<file path="config.mk">
export PLATFORM = sky130hd
export DESIGN_NAME = biriscv_multiplier_pipe
export DESIGN_NICKNAME = d
export VERILOG_FILES = /design/src/rtl/biriscv_multiplier_pipe_pkg.sv /design/src/rtl/biriscv_mul_decode.sv /design/src/rtl/biriscv_multiplier_pipe.sv
export SDC_FILE = /design/constraint.sdc
export NUM_CORES = 2
export LEC_CHECK = 0
export CAP_MARGIN = 30
export CORE_MARGIN = 4
export CORE_UTILIZATION = 59
export CTS_CLUSTER_DIAMETER = 50
export CTS_CLUSTER_SIZE = 8
export DETAILED_ROUTE_END_ITERATION = 10
export PLACE_DENSITY = 0.91
export SYNTH_ARGS = -nofsm -noshare
export SYNTH_HDL_FRONTEND = slang
export SYNTH_SLANG_ARGS = --single-unit
</file>
<file path="constraint.sdc">
create_clock -name clk_i -period 7.8 [get_ports clk_i]
set_input_delay 1.95 -clock clk_i [delete_from_list [all_inputs] [get_ports clk_i]]
set_output_delay 1.95 -clock clk_i [all_outputs]
set_load 0.01 [all_outputs]
</file>
<file path="src/rtl/biriscv_multiplier_pipe_pkg.sv">
// Shared RV32M/RV64M multiply encodings used by the decode, issue and execute logic.
// Match values are built from the funct3 encodings so the two can never disagree.
package biriscv_multiplier_pipe_pkg;

    typedef enum logic [2:0] {
        FUNCT3_MUL    = 3'd0,
        FUNCT3_MULH   = 3'd1,
        FUNCT3_MULHSU = 3'd2,
        FUNCT3_MULHU  = 3'd3
    } mul_funct3_e;

    localparam logic [6:0]  OPCODE_OP     = 7'b0110011;
    localparam logic [6:0]  FUNCT7_MULDIV = 7'b0000001;

    // One mask covers all four variants: funct7, funct3 and the major opcode.
    localparam logic [31:0] INST_MUL_MASK = 32'hfe00707f;

    localparam logic [31:0] INST_MUL    = {FUNCT7_MULDIV, 10'b0, FUNCT3_MUL,    5'b0, OPCODE_OP};
    localparam logic [31:0] INST_MULH   = {FUNCT7_MULDIV, 10'b0, FUNCT3_MULH,   5'b0, OPCODE_OP};
    localparam logic [31:0] INST_MULHSU = {FUNCT7_MULDIV, 10'b0, FUNCT3_MULHSU, 5'b0, OPCODE_OP};
    localparam logic [31:0] INST_MULHU  = {FUNCT7_MULDIV, 10'b0, FUNCT3_MULHU,  5'b0, OPCODE_OP};

    // Result select: high half of the double-width product.
    localparam logic MUL_SEL_HI = 1'b1;

endpackage

</file>
<file path="src/rtl/biriscv_mul_decode.sv">
// Combinational decode of a raw instruction word into multiply control.
// Shared between the issue logic and the multiply pipeline.
module biriscv_mul_decode
    import biriscv_multiplier_pipe_pkg::*;
(
    input  logic [31:0] opcode,
    output logic        is_mul,
    output logic        a_signed,
    output logic        b_signed,
    output logic        sel_hi
);

    logic [31:0] masked;

    assign masked = opcode & INST_MUL_MASK;

    always_comb begin
        // NOTE: every output gets a default first so no path through the case leaves it unassigned (no latch).
        is_mul   = 1'b0;
        a_signed = 1'b0;
        b_signed = 1'b0;
        sel_hi   = 1'b0;
        case (masked)
            INST_MUL: begin
                is_mul = 1'b1;
            end
            INST_MULH: begin
                is_mul   = 1'b1;
                a_signed = 1'b1;
                b_signed = 1'b1;
                sel_hi   = MUL_SEL_HI;
            end
            INST_MULHSU: begin
                is_mul   = 1'b1;
                a_signed = 1'b1;
                sel_hi   = MUL_SEL_HI;
            end
            INST_MULHU: begin
                is_mul   = 1'b1;
                sel_hi   = MUL_SEL_HI;
            end
            default: ;
        endcase
    end

endmodule

</file>
<file path="src/rtl/biriscv_multiplier_pipe.sv">
// Pipelined RV32M/RV64M multiply unit: 1..3 stages, stall via hold_i, kill via flush_i.
// Bubbles carry zero operands, so an idle slot always produces a zero result.
module biriscv_multiplier_pipe
    import biriscv_multiplier_pipe_pkg::*;
#(
    parameter int XLEN   = 32,
    parameter int STAGES = 2
)
(
    input  logic            clk_i,
    input  logic            rst_i,
    input  logic            opcode_valid_i,
    input  logic [31:0]     opcode_opcode_i,
    input  logic [4:0]      opcode_rd_idx_i,
    input  logic [XLEN-1:0] opcode_ra_operand_i,
    input  logic [XLEN-1:0] opcode_rb_operand_i,
    input  logic            hold_i,
    input  logic            flush_i,
    output logic            writeback_valid_o,
    output logic [4:0]      writeback_rd_idx_o,
    output logic [XLEN-1:0] writeback_value_o
);

    generate
        if (XLEN != 32 && XLEN != 64) begin : g_bad_xlen
            $error("biriscv_multiplier_pipe: XLEN must be 32 or 64");
        end
        if (STAGES < 1 || STAGES > 3) begin : g_bad_stages
            $error("biriscv_multiplier_pipe: STAGES must be 1, 2 or 3");
        end
    endgenerate

    logic is_mul, a_signed, b_signed, sel_hi;

    biriscv_mul_decode u_decode (
        .opcode   (opcode_opcode_i),
        .is_mul   (is_mul),
        .a_signed (a_signed),
        .b_signed (b_signed),
        .sel_hi   (sel_hi)
    );

    logic            accept;
    logic [XLEN:0]   in_a, in_b;

    assign accept = opcode_valid_i & is_mul;
    assign in_a   = accept ? {a_signed & opcode_ra_operand_i[XLEN-1], opcode_ra_operand_i} : '0;
    assign in_b   = accept ? {b_signed & opcode_rb_operand_i[XLEN-1], opcode_rb_operand_i} : '0;

    // Multiplier inputs (either the raw inputs or the E1 register) and its result.
    logic              m_valid, m_sel_hi;
    logic [4:0]        m_rd;
    logic [XLEN:0]     m_a, m_b;
    logic [2*XLEN-1:0] m_product;
    logic [XLEN-1:0]   m_result;

    // Sign-extending to 2*XLEN and truncating gives the signed (XLEN+1)-bit product mod 2^(2*XLEN).
    assign m_product = {{(XLEN-1){m_a[XLEN]}}, m_a} * {{(XLEN-1){m_b[XLEN]}}, m_b};
    assign m_result  = m_sel_hi ? m_product[2*XLEN-1:XLEN] : m_product[XLEN-1:0];

    // Feeds the output register.
    logic            res_valid;
    logic [4:0]      res_rd;
    logic [XLEN-1:0] res_value;

    generate
        if (STAGES == 1) begin : g_no_e1
            assign m_valid  = accept;
            assign m_rd     = accept ? opcode_rd_idx_i : '0;
            assign m_a      = in_a;
            assign m_b      = in_b;
            assign m_sel_hi = accept & sel_hi;
        end else begin : g_e1
            logic            e1_valid, e1_sel_hi;
            logic [4:0]      e1_rd;
            logic [XLEN:0]   e1_a, e1_b;

            always_ff @(posedge clk_i) begin
                // NOTE: non-blocking assignments so each stage captures its upstream value from before the edge.
                if (rst_i || flush_i) begin
                    e1_valid  <= 1'b0;
                    e1_rd     <= '0;
                    e1_a      <= '0;
                    e1_b      <= '0;
                    e1_sel_hi <= 1'b0;
                end else if (!hold_i) begin
                    e1_valid  <= accept;
                    e1_rd     <= accept ? opcode_rd_idx_i : '0;
                    e1_a      <= in_a;
                    e1_b      <= in_b;
                    e1_sel_hi <= accept & sel_hi;
                end
            end

            assign m_valid  = e1_valid;
            assign m_rd     = e1_rd;
            assign m_a      = e1_a;
            assign m_b      = e1_b;
            assign m_sel_hi = e1_sel_hi;
        end

        if (STAGES == 3) begin : g_e2
            logic            e2_valid;
            logic [4:0]      e2_rd;
            logic [XLEN-1:0] e2_value;

            always_ff @(posedge clk_i) begin
                if (rst_i || flush_i) begin
                    e2_valid <= 1'b0;
                    e2_rd    <= '0;
                    e2_value <= '0;
                end else if (!hold_i) begin
                    e2_valid <= m_valid;
                    e2_rd    <= m_rd;
                    e2_value <= m_result;
                end
            end

            assign res_valid = e2_valid;
            assign res_rd    = e2_rd;
            assign res_value = e2_value;
        end else begin : g_no_e2
            assign res_valid = m_valid;
            assign res_rd    = m_rd;
            assign res_value = m_result;
        end
    endgenerate

    always_ff @(posedge clk_i) begin
        if (rst_i || flush_i) begin
            writeback_valid_o  <= 1'b0;
            writeback_rd_idx_o <= '0;
            writeback_value_o  <= '0;
        end else if (!hold_i) begin
            writeback_valid_o  <= res_valid;
            writeback_rd_idx_o <= res_rd;
            writeback_value_o  <= res_value;
        end
    end

endmodule

</file>
==> impl_results.md <==
* Final Power at 1.18 mW
* Post-route ant nets at 0
* Area Growth Syn to Fin at 12.5%
* CP arrival at 8.45 ns
* Mapped Nets at ~6k
* Fillers at around 4.7k
* XOR/XNOR share of the synthesized area at 1.46%
* Most frequent cells in the layout: 1107 x fa_1, 1083 x inv_1, 574 x nand2_1
* Part of the cycle the worst path needs at 104%
* Worst VDD drop at 0.0000829 V
* Fin nets at approximately 6.3k
* Path type of the worst min-delay path: reg2reg
* Status: finished, violations left
* Flop2flop setup slack at -0.32 ns
* Adder-cell share of the synthesized area at between 50% and 60%
* Layout cell share with drive strength beyond 1 at about a tenth
* Commonest non-fill, non-tap cell in the layout: fa_1
* Worst Skew at about 0.021 ns
* Final setup TNS at -1.32 ns
* Ports at roughly 140
* Slew HR at 34.2%
* Total CTS buffers at 9
* Compound-Gate Fraction of Synth Area at under 10%
* Synth unique cells at 78
* Dpl ws at -0.326 ns
* Synth Instances at approximately 4.7k
* Core ar. at 71600 µm²
* Tot GR Track Use at between 30 and 40%
* Failing checks: negative setup slack
* Drt via density at around 6.0
* Crit Path Max Fanout at 33
* Primary FF master, synth: dfxtp_1
* CTS tree: built
* Clock latency on the worst-skew pair at 0.41 ns
* DR DRC count at 0
* Worst-Margin Slew at about 0.98 ns
* Worst path setup slack after routing at -0.319 ns
* RSZ-0062 raised after global routing: yes
* Startpoint Class: flip-flop
* Crit path largest cell delay at around 0.7 ns
* Number of global-route vias before repair at slightly below 40k
* Largest family of logic cells by synthesized area: adder cells
* Clock root buffer: clkbuf_16
* Starting Density at between 50% and 60%
* Fin crit period at a little over 8 ns
* Initial antenna violation count at 4
* Clock slew seen by the registers of the worst setup and hold paths at 0.09 ns
* Drt initial violations at about 3.9k
* Syn Area/Cell at slightly above 9 µm²
* Setup Crit Path Kind: reg2reg
* Power Density at ~25 nW/µm²
* Synth top area share at a little over half
* Yosys warns at 0
* Max Root-Sink Buffers at 2
* Share of flip-flops with an asynchronous set or reset at 0%
* Post-Synth Simple-Gate Area at between 10% and 20%
* Util after Layout at about two thirds
* Die X at around 280 µm
* First drt pass iteration count at 8
* H-tree Lvls at 3
* WL final at around 130000 µm
* Crit path capture type: flip-flop
* Die Height at 277 µm
* Sequential area share after synthesis at 5.21%
* Leading area contributor after synthesis: fa_1
* WL/cell at 22.8 µm
* Cell mode on critical path: fa_1
* Number of max-cap violations at 0
* P_leak at ~25 nW
* Final Slew Violations at 0
* DP HPWL at roughly 100000 µm
* Post-synthesis mux area share at 0.314%
* CTS sink cnt at approximately 110
* Synth area leaders: fa_1 53%, inv_1 9.7%, and2_1 7.8%
* IO Port Bufs at approximately 130
* Hold Vio Cnt, Final at 0
* Synthesized flop and latch total at between 100 and 150
* Fmax at between 0.1 and 0.15 GHz
* Via count at about 35k
* Pin count of the biggest net entering global routing at 81
* Worst path slowest cell: fa_1
* First-pass GRT wire length at roughly 200000 µm
* Worst endpoint required time at 8.13 ns
* Total gr overflow at 0
* EDFF count, synth at 0
* Post-synthesis cell area at about 43000 µm²
* Area of the die at ~77000 µm²
* # setup viols final at 8
* Row Count at 98
* GPL Wtd Cong at about 1
## layout make-up
| type | instances | area [µm²] | area share [%] |
|---|---|---|---|
| flip-flops and latches | 111 | 2290 | 4.77 |
| clock buffers | 9 | 225 | 0.469 |
| diodes | 2 | 5.00 | 0.0104 |
| clock inverters | 7 | 76.3 | 0.159 |
| repair buffers | 444 | 4320 | 8.99 |
| inverters | 1104 | 4150 | 8.65 |
| well taps | 950 | 1190 | 2.48 |
| multi-input cells | 3199 | 35700 | 74.5 |
## critical path, delay by kind of cell (launching register included)
family                     cells  cell delay [ns]
adders and majority gates      9             4.66
buffers and inverters         12             1.43
AOI/OAI and AO/OA              5             0.85
and+or+nand+nor                4             0.69
DFF                            1             0.34
## cell usage after synthesis (all sizes together) (35+ instances only)
| library cell | instances |
|---|---|
| fa | 1125 |
| inv | 1103 |
| nand2 | 580 |
| and2 | 533 |
| clkbuf | 258 |
| ha | 212 |
| a21oi | 161 |
| nor2 | 133 |
| dfxtp | 111 |
| and3 | 66 |
| o21ai | 59 |
| xnor2 | 44 |
| a21o | 35 |
## layer usage
metal	GRT usage, %	wire length (µm)	up-vias
met5	0	0	-
met4	21.9	12000	0
met3	8.01	15900	1039
met2	55.4	63400	2785
met1	38.5	41700	17300
li1	-	-	14000
## registers in the layout (all words and copies together), names as in the netlist
name                flops
g_e1.e1_b              33
g_e1.e1_sel_hi          1
writeback_valid_o       1
g_e1.e1_a              33
writeback_rd_idx_o      5
g_e1.e1_valid           1
writeback_value_o      32
g_e1.e1_rd              5
## per-stage QoR
| step | hold WS (ns) | instances | cell area, µm² |
|---|---|---|---|
| floorplan | 0.440 | 4679 | 42700 |
| finish | 0.477 | 5826 | 48000 |
| global placement | 0.452 | 5771 | 46800 |
| global route | 0.481 | 5825 | 48000 |
| CTS | 0.475 | 5794 | 47200 |
| detailed placement | 0.457 | 5772 | 46800 |
## path summary, 6_finish.rpt
check	to	from	cells after the start
setup reg to reg	writeback_value_o[30]$_SDFFE_PP0N_	g_e1.e1_b[8]$_SDFFE_PP0N_	30
setup / recovery	writeback_value_o[30]$_SDFFE_PP0N_	g_e1.e1_b[8]$_SDFFE_PP0N_	30
hold / removal	g_e1.e1_rd[3]$_SDFFE_PP0N_	g_e1.e1_rd[3]$_SDFFE_PP0N_	2
hold reg to reg	g_e1.e1_rd[3]$_SDFFE_PP0N_	g_e1.e1_rd[3]$_SDFFE_PP0N_	2
## cell families after synthesis
family	count (synthesis)
xor gates and xnor gates	71
DFF	111
AOI/OAI and AO/OA	362
and+or+nand+nor	1416
muxes	13
buffers and inverters	1369
adders and majority gates	1337
## power breakdown
| group | internal (mW) | switching (mW) |
|---|---|---|
| clock network | 0.227 | 0.279 |
| logic | 0.0556 | 0.0495 |
| registers | 0.566 | 0.00389 |
| total | 0.849 | 0.333 |
## what timing repair did
action / in CTS / in global routing
setup buffers: 6 / 26
resized for setup: 40 / 134
hold buffers: 0 / 0
endpoints found under the setup margin: 17 / 27
pin swaps: 8 / 58
gates cloned: 0 / 4
Note: power is estimated with default switching activity, not from simulation.
